### config.mk
export PLATFORM = sky130hd
export DESIGN_NAME = carbon_prog_loader
export DESIGN_NICKNAME = d
export VERILOG_FILES = /design/src/rtl/carbon_pkg.sv /design/src/rtl/carbon_imem.sv /design/src/rtl/carbon_prog_loader.sv
export SDC_FILE = /design/constraint.sdc
export NUM_CORES = 2
export LEC_CHECK = 0
export ABC_AREA = 1
export CORE_MARGIN = 1
export CORE_UTILIZATION = 25
export CTS_CLUSTER_SIZE = 25
export DETAILED_ROUTE_END_ITERATION = 6
export HOLD_SLACK_MARGIN = 0.08
export PLACE_DENSITY_LB_ADDON = 0.08
export SLEW_MARGIN = 10
export SYNTH_ARGS = -nofsm -noshare
export SYNTH_HDL_FRONTEND = slang
export SYNTH_HIERARCHICAL = 1
export SYNTH_SLANG_ARGS = --single-unit
### constraint.sdc
create_clock -name clk -period 4.5 [get_ports clk]
set_clock_uncertainty 0.05 [all_clocks]
set_input_delay 0.9 -clock clk [delete_from_list [all_inputs] [get_ports clk]]
set_output_delay 0.9 -clock clk [all_outputs]
set_load 0.02 [all_outputs]
### src/rtl/carbon_pkg.sv
// Shared definitions for the carbon core instruction side.
// Contents:
//   CARBON_AW / CARBON_DEPTH / CARBON_IW : address width, word count, instruction width
//   OP_* / C_*                           : opcode and constant field positions
//   NOP_INST                             : all-zero instruction, executed as a NOP
//   ld_state_e                           : program loader state encoding
//   make_inst()                          : packs opcode and constant into one word
package carbon_pkg;

    localparam int CARBON_AW    = 8;
    localparam int CARBON_DEPTH = 1 << CARBON_AW;
    localparam int CARBON_IW    = 14;

    // Instruction layout: OP = [13:8], C = [7:0]
    localparam int OP_MSB = 13;
    localparam int OP_LSB = 8;
    localparam int OP_W   = OP_MSB - OP_LSB + 1;
    localparam int C_MSB  = 7;
    localparam int C_LSB  = 0;
    localparam int C_W    = C_MSB - C_LSB + 1;

    localparam logic [CARBON_IW-1:0] NOP_INST = 14'h0000;

    typedef enum logic [2:0] {
        LD_IDLE    = 3'd0,
        LD_LOAD_LO = 3'd1,
        LD_LOAD_HI = 3'd2,
        LD_RUN     = 3'd3,
        LD_ERR     = 3'd4
    } ld_state_e;

    function automatic logic [CARBON_IW-1:0] make_inst(
        input logic [OP_W-1:0] op,
        input logic [C_W-1:0]  c
    );
        return {op, c};
    endfunction

endpackage

### src/rtl/carbon_imem.sv
// Instruction memory for the carbon core.
// DEPTH x IW array, synchronous write port and asynchronous (zero-latency)
// read port. Contents are not reset, so a program survives a loader reset.
// Ports:
//   clk   : write clock
//   we    : write enable
//   waddr : write address
//   wdata : write data
//   raddr : read address (combinational)
//   rdata : read data
module carbon_imem
    import carbon_pkg::*;
#(
    parameter int AW    = CARBON_AW,
    parameter int DEPTH = CARBON_DEPTH,
    parameter int IW    = CARBON_IW
) (
    input  logic          clk,
    input  logic          we,
    input  logic [AW-1:0] waddr,
    input  logic [IW-1:0] wdata,
    input  logic [AW-1:0] raddr,
    output logic [IW-1:0] rdata
);

    logic [IW-1:0] mem [DEPTH];

    always_ff @(posedge clk) begin
        if (we) begin
            mem[waddr] <= wdata;
        end
    end

    assign rdata = mem[raddr];

endmodule

### src/rtl/carbon_prog_loader.sv
// Program loader and instruction responder for the carbon core.
// A host streams a program as byte pairs (low byte = constant, then high
// byte with the opcode in [5:0]) while the core is held in reset. After the
// final word the core is released and fetches are answered from memory.
// Ports:
//   clk       : single clock
//   rst       : asynchronous, active-low reset
//   ld_start  : pulse, begins or restarts a load (highest priority)
//   ld_valid  : host byte valid
//   ld_ready  : loader accepts a byte (LOAD_LO / LOAD_HI only)
//   ld_byte   : program byte
//   ld_last   : marks a high byte as the final instruction
//   pc_in     : fetch address from the core
//   inst_out  : instruction at pc_in while running, NOP otherwise
//   core_hold : 1 holds the core in reset
//   ld_err    : sticky load error (bad high byte or overflow)
//   ld_count  : instructions written by the last load
module carbon_prog_loader
    import carbon_pkg::*;
#(
    parameter int AW    = CARBON_AW,
    parameter int DEPTH = CARBON_DEPTH,
    parameter int IW    = CARBON_IW
) (
    input  logic          clk,
    input  logic          rst,
    input  logic          ld_start,
    input  logic          ld_valid,
    output logic          ld_ready,
    input  logic [7:0]    ld_byte,
    input  logic          ld_last,
    input  logic [AW-1:0] pc_in,
    output logic [IW-1:0] inst_out,
    output logic          core_hold,
    output logic          ld_err,
    output logic [AW:0]   ld_count
);

    localparam logic [AW-1:0] LAST_ADDR = AW'(DEPTH - 1);

    ld_state_e     state_q, state_d;
    logic [AW-1:0] addr_q, addr_d;
    logic [AW:0]   cnt_q, cnt_d;
    logic          err_q, err_d;
    logic [7:0]    lo_q, lo_d;
    logic          mem_we;
    logic          xfer;
    logic [IW-1:0] mem_rdata;

    // ready is a pure function of state so the host sees no combinational
    // path from its own valid back to ready
    assign ld_ready  = (state_q == LD_LOAD_LO) || (state_q == LD_LOAD_HI);
    assign xfer      = ld_valid & ld_ready;
    // Holding is state-derived: core_hold drops only once RUN is entered,
    // i.e. one cycle after the final word has been written
    assign core_hold = (state_q != LD_RUN);
    assign inst_out  = (state_q == LD_RUN) ? mem_rdata : NOP_INST;
    assign ld_err    = err_q;
    assign ld_count  = cnt_q;

    always_ff @(posedge clk or negedge rst) begin
        if (!rst) begin
            state_q <= LD_IDLE;
            addr_q  <= '0;
            cnt_q   <= '0;
            err_q   <= 1'b0;
            lo_q    <= '0;
        end else begin
            state_q <= state_d;
            addr_q  <= addr_d;
            cnt_q   <= cnt_d;
            err_q   <= err_d;
            lo_q    <= lo_d;
        end
    end

    always_comb begin
        state_d = state_q;
        addr_d  = addr_q;
        cnt_d   = cnt_q;
        err_d   = err_q;
        lo_d    = lo_q;
        mem_we  = 1'b0;

        // ld_start wins over everything, including a byte offered this cycle
        if (ld_start) begin
            state_d = LD_LOAD_LO;
            addr_d  = '0;
            cnt_d   = '0;
            err_d   = 1'b0;
        end else begin
            case (state_q)
                LD_LOAD_LO: begin
                    if (xfer) begin
                        lo_d    = ld_byte;
                        state_d = LD_LOAD_HI;
                    end
                end
                LD_LOAD_HI: begin
                    if (xfer) begin
                        if (ld_byte[7:6] != 2'b00) begin
                            state_d = LD_ERR;
                            err_d   = 1'b1;
                        end else begin
                            mem_we = 1'b1;
                            cnt_d  = cnt_q + 1'b1;
                            // Address saturates at the top; only a restart
                            // brings it back to zero
                            if (addr_q != LAST_ADDR) begin
                                addr_d = addr_q + 1'b1;
                            end
                            if (ld_last) begin
                                state_d = LD_RUN;
                            end else if (addr_q == LAST_ADDR) begin
                                state_d = LD_ERR;
                                err_d   = 1'b1;
                            end else begin
                                state_d = LD_LOAD_LO;
                            end
                        end
                    end
                end
                default: begin
                end
            endcase
        end
    end

    carbon_imem #(
        .AW    (AW),
        .DEPTH (DEPTH),
        .IW    (IW)
    ) u_imem (
        .clk   (clk),
        .we    (mem_we),
        .waddr (addr_q),
        .wdata (make_inst(ld_byte[5:0], lo_q)),
        .raddr (pc_in),
        .rdata (mem_rdata)
    );

endmodule

==> flow_metrics.tcl <==
set metrics [dict create \
    synth_area_leaders "edfxtp_1 74%, nand3_1 12%, nand2_1 9.7%" \
    finalCriticalPeriod_ns 4.58 \
    synth_seq_area_share_pct 74.2 \
    htreeDepth 5 \
    synth_top_area_share_pct 73.7 \
    slew_viol_final 0 \
    antenna_found_initial 31 \
    cts_buffers 431 \
    endpoint_kind "output pin" \
    crit_path_start_kind "primary input" \
    hpwl_mm 352 \
    maxCapViolations 0 \
    start_util_pct 25.1 \
    cts_tree "built" \
    vias_per_cell 4.72 \
    endpoint "inst_out[9]" \
    hold_violations 0 \
    crit_start "pc_in[0]" \
    placed_area_mm2 0.165 \
    wl_per_cell_um 27.0 \
    post-route-drc-count 0 \
    ys_seq_elements 3613 \
    root_buffer "clkbuf_16" \
    cts.path.max_buffers 4 \
    routed_wl_mm 577 \
    dieHeight_um 766 \
    critical_path_required_ns 3.55 \
    grt_overflow 0 \
    final_util_pct 32.1 \
    grt_pass1_vias 98900 \
    clock_sinks 3613 \
    drtIter0Drc 8807 \
    dr.pass1.iters 5 \
    leakagePower_nw 66.1 \
    worst_hold_path_type "in -> reg" \
    arrival_ns 3.63 \
    period_share_pct 102 \
    vias 101000 \
    synthToLayoutAreaGrowth_pct 27.8 \
    r2r-end "u_imem/mem[6][8]" \
    grt_busiest_layer "met2" \
    cp_max_fo 8 \
    final_nets 13200 \
    drive_above_1_share_pct 20.1 \
    power_density_mw_per_mm2 440 \
    place.gp.congestion 0.812 \
    fp-row-count 280 \
    max_slew_margin_pct 26.4 \
    tightest_slew_ns 1.10 \
    finalSetupViolCount 12 \
    clkLatencyLatePin_ns 1.03 \
    die_width_um 766 \
    synth_area_per_cell_um2 12.0 \
    use_met3_pct 2.19 \
    grtUsageTotal_pct 18.9 \
    synth_edf_count 3584 \
    reg2reg_slack_ns 1.33 \
    grt_max_degree 132 \
    final_cell_area_mm2 0.187 \
    syn_nets 12200 \
    finalWorstSetupSlack_ns -0.0802 \
    regToRegStartpoint "state_q[1]" \
    path_class "in -> out" \
    dieArea_mm2 0.587 \
    yosys_warnings 6 \
    violations "setup timing" \
    ant_nets 0 \
    synth_top_area_cell "edfxtp_1" \
    portBuffers 46 \
    grt_use_met1_pct 27.7 \
    syn_inst 12200 \
    synth_ff_type "edfxtp_1" \
    outcome "finished, violations left" \
    n_fill_cell 58200 \
    syn_area_mm2 0.146 \
    ios 47 \
    path_clk_slew_ns 0.05 \
    grt_pass1_wl_mm 798 \
    synthDistinctLibCells 30 \
    fmax_ghz 0.218 \
    met2_usage_pct 30.1 \
    max-vdd-ir-drop_v 0.000309 \
    r2r_cells 8 \
    async_flop_share_pct 0.803 \
    rsz0062_at_grt "yes" \
    core_area_mm2 0.582 \
]
Yosys cell counts, types with 2 or more instances:
cell,number
nand2_2,4
nor2_2,3
ha_1,2
buf_2,380
nand2_1,3757
nor2_1,316
buf_6,2
nor2_4,3
o21ai_1,3
o21ai_0,10
inv_1,74
o21ai_2,3
edfxtp_1,3584
buf_1,92
nand3_1,3563
dfrtp_1,29
nor3_1,2
clkbuf_1,268
buf_4,85
inv_2,8
xor2_1,2
per-stage QoR:
step	hold WS, ns	TNS (ns)	setup slack [ns]	cells	power, mW
6_report	0.334	-0.460	-0.0802	21300	82.2
5_1_grt	0.269	-1.53	-0.156	21300	84.8
4_1_cts	0.232	-2.28	-0.183	21300	83.0
3_5_place_dp	0.427	-10.27	-1.03	20400	48.0
3_3_place_gp	0.419	-10.40	-0.999	20400	48.0
2_1_floorplan	0.412	0	0.463	12200	43.1
power by group:
part	leakage, nW	internal, mW	total (mW)	switching, mW
clock network	6.64	19.6	34.1	14.5
registers	32.7	38.8	39.3	0.511
logic	26.8	2.37	8.71	6.34
flip-flops by register name, indices dropped and copies added, names as in the netlist:
register and count:
u_imem/mem 3584, ld_count 9, addr_q 8, lo_q 8, state_q 3, ld_err 1
metal layers:
layer,wire length (µm),vias to the layer above
met4,12600,0
met3,27200,616
met5,0,-
met2,264000,2716
met1,273000,51800
li1,-,45600
worst min path at each step:
| stage | depth (start not counted) | startpoint | end |
|---|---|---|---|
| after floorplan | 2 | state_q[2] | state_q[2] |
| after global placement | 2 | ld_err | ld_err |
| after detailed placement | 2 | ld_err | ld_err |
| after CTS | 1 | ld_byte[4] | u_imem/mem[61][12] |
| after global routing | 1 | ld_byte[4] | u_imem/mem[61][12] |
| final | 1 | ld_byte[2] | u_imem/mem[98][10] |
critical path: stages:
cell and delay, ns:
buf_16 0.15, clkinv_16 0.11, buf_16 0.20, buf_12 0.18, buf_16 0.16, buf_16 0.14, buf_12 0.11, nand2_1 0.06
nand3_2 0.08, nand3_4 0.09, nand3_4 0.10, nand3_2 0.07, buf_6 0.14, nand3_4 0.09, nand3_4 0.13, nand2_4 0.11
nand2_2 0.07, nand2_2 0.12, buf_12 0.13, inv_1 0.05, nor2_1 0.11, buf_4 0.17
timing repair:
action | 4_1_cts | 5_1_grt
gates cloned | 43 | 21
gates resized for setup | 651 | 493
hold buffers | 1 | 0
setup buffers | 55 | 32
setup endpoints to repair | 14 | 14
endpoints found under the hold margin | 29 | 0
pin swaps | 72 | 154
cell families (layout without fill, tap and decap cells):
logic type / Yosys count / count (layout) / share of synthesized area, %
DFF: 3613 / 3613 / 74.2
buffers and inverters: 910 / 2270 / 2.90
and+or+nand+nor: 7653 / 7653 / 22.8
AOI/OAI and AO/OA: 18 / 18 / 0.0703
adders and majority gates: 2 / 2 / 0.0171
xor gates and xnor gates: 3 / 3 / 0.0180
other: 0 / 21 / 0
area by class of cell:
cell class	instances	area, µm²	share of cell area, %
inverters	83	422	0.226
multi-input cells	7676	38100	20.4
repair buffers	1403	16300	8.75
diodes	21	52.6	0.0282
clock buffers	545	11400	6.13
well taps	7755	9700	5.20
flip-flops and latches	3613	108000	58.1
clock inverters	239	2180	1.17
cell usage in the layout, fill, tap and decap left out, types with 32 or more instances in the layout:
cell type	count
nor2_1	291
nand2_2	55
clkbuf_16	460
nand3_2	435
buf_12	257
nand2_4	32
clkbuf_1	101
clkinv_1	89
nand2_1	3670
buf_6	95
buf_4	907
nand3_1	2973
edfxtp_1	3584
buf_16	59
inv_1	61
nand3_4	156
clkinv_2	82
Power figures use the tool's default switching activity.
==> variant: new RTL, config.mk and constraints unchanged <==
The package constant `CARBON_AW` goes from 8 to 6.
--- a/src/rtl/carbon_pkg.sv
+++ b/src/rtl/carbon_pkg.sv
@@ -8,5 +8,5 @@
 package carbon_pkg;
 
-    localparam int CARBON_AW    = 8;
+    localparam int CARBON_AW    = 6;
     localparam int CARBON_DEPTH = 1 << CARBON_AW;
     localparam int CARBON_IW    = 14;
Interface: changed (resized ld_count and pc_in); port bits go from 47 to 43. The function was not compared with the original's and may differ.
==> variant against the original RTL <==
Wire length is 78% lower; area after synthesis is 74% lower; maximum frequency is 4.3% higher; hold slack better by 0.12 ns; setup slack better by 0.19 ns; non-clock buffer count is 1145 lower; register-to-register slack better by 0.38 ns; final area is 76% lower; critical path depth is 7 lower; combinational power is 82% lower; total power is 76% lower; sequential cell count is 2692 lower; largest power group unchanged.
==> variant: results <==
{
  "status": "complete, no violations",
  "placedInstanceArea_mm2": 0.0420,
  "synth_edf_count": 896,
  "cts_buffer_depth": 3,
  "ys_async_sr_fraction": 0.0271,
  "track_usage": 0.163,
  "reg2reg_from": "state_q[2]$_DFFE_PN0P_",
  "power.internal_mw": 15.0,
  "insertion_delay_ns": 0.72,
  "numPortBuffers": 42,
  "dr.first_iter.drc_count": 1808,
  "dpl.hpwl_mm": 77.2,
  "synth_compound_area_frac": 0.00223,
  "critPathMaxStageDelay_ns": 0.67,
  "worst_pin_slew_ns": 1.05,
  "ys_seq_area_frac": 0.722,
  "postCtsSetupBuffers": 0,
  "setup_viol": 0,
  "critPathArrivalTime_ns": 3.44,
  "grt_max_degree": 66,
  "vias": 25300,
  "crit_family": "buffers and inverters",
  "yosys-top-cells-count": "nand2_1, edfxtp_1, nand3_1",
  "largest_reg_flops": 896,
  "crit_slowest_cell": "clkdlybuf4s50_1",
  "vdd_drop_max_mv": 0.257,
  "wl_per_cell_um": 22.6,
  "synth_xor_area_frac": 0.000689,
  "synth_cell_types": 30,
  "cts_max_level": 3,
  "synth_nets": 3301,
  "rrSetupSlack_ns": 1.71,
  "r2r-end": "u_imem/mem[54][9]$_DFFE_PP_",
  "synth.area.top_cells": "edfxtp_1, nand2_1, nand3_1",
  "p_leak_nw": 16.5,
  "drive_above_1_share": 0.113,
  "cp-endpoint": "inst_out[2]",
  "ctsResizeCount": 3,
  "nets": 3467,
  "rr_worst_depth": 9,
  "synth_adder_area_share": 0.000656,
  "numCtsBuffers": 106,
  "synthMuxAreaShare": 0.000263,
  "ys.flop_type": "edfxtp_1",
  "gp_congestion": 0.803,
  "crit_path_max_fanout": 17,
  "antenna_found_initial": 2,
  "min_path_type": "flop to flop",
  "grt_pass1_wl_mm": 181
}
variant: changes by cell type after synthesis, moves of 16 or more:
cell,change
nand3_1,-2781
edfxtp_1,-2688
nand2_1,-2573
buf_2,-273
clkbuf_1,-244
nor2_1,-240
buf_1,-83
buf_4,-75
buf_6,+46
inv_1,-22
nand4_1,+16
variant: how the worst min path moves through the flow:
stage                                   endpoint  cells past startpoint                    from  slack [ns]
final                         ld_err$_DFFE_PN0P_                      2      ld_err$_DFFE_PN0P_        0.46
after detailed placement      ld_err$_DFFE_PN0P_                      2      ld_err$_DFFE_PN0P_        0.44
after CTS                     ld_err$_DFFE_PN0P_                      2      ld_err$_DFFE_PN0P_        0.47
after floorplan           state_q[0]$_DFFE_PN0P_                      2  state_q[0]$_DFFE_PN0P_        0.43
after global placement        ld_err$_DFFE_PN0P_                      2      ld_err$_DFFE_PN0P_        0.43
after global routing          ld_err$_DFFE_PN0P_                      2      ld_err$_DFFE_PN0P_        0.50
variant: layout make-up:
| class | instances | area [um^2] |
|---|---|---|
| clock buffer | 140 | 2810 |
| multi-input combinational | 2100 | 9120 |
| tap | 2016 | 2520 |
| clock inverter | 52 | 448 |
| fill | 15400 | 105000 |
| timing repair buffer | 258 | 2660 |
| sequential | 921 | 27500 |
| antenna | 3 | 7.51 |
| inverter | 59 | 246 |
variant: worst min-delay path, stage by stage, from the launching register on:
cell     delay, ns
dfrtp_1       0.36
nand2_1       0.06
nand2_1       0.06
variant: layer usage:
layer / vias to the layer above / global-route usage / share of wire
met2: 532 / 0.269 / 0.47
met1: 12800 / 0.223 / 0.47
met3: 139 / 0.0207 / 0.038
met5: - / 0 / 0
met4: 0 / 0.0448 / 0.020
li1: 11800 / - / -
variant: power groups by stage:
stage | Clock [mW] | Combinational [mW] | Sequential [mW]
6_report | 8.24 | 1.61 | 10.2
5_1_grt | 8.81 | 1.75 | 10.2
4_1_cts | 8.53 | 1.65 | 10.2
3_5_place_dp | 0 | 1.64 | 10.4
3_3_place_gp | 0 | 1.64 | 10.4
2_1_floorplan | 0 | 0.685 | 10.3
variant: kinds of logic after synthesis:
family / after synthesis
AND/OR/NAND/NOR: 2077
flip-flops: 921
buffers and inverters: 259
AO/OA/AOI/OAI: 17
XOR/XNOR: 3
adder cells (fa/ha/maj): 2
multiplexers: 1
variant: metrics by stage:
step / total power, mW / setup slack (ns) / std cells / setup TNS (ns)
6_report: 20.0 / 0.109 / 5549 / 0
5_1_grt: 20.7 / 0.0111 / 5546 / 0
4_1_cts: 20.4 / 0.0169 / 5546 / 0
3_5_place_dp: 12.0 / -0.283 / 5354 / -0.307
3_3_place_gp: 12.0 / -0.296 / 5354 / -0.339
2_1_floorplan: 11.0 / 0.692 / 3280 / 0
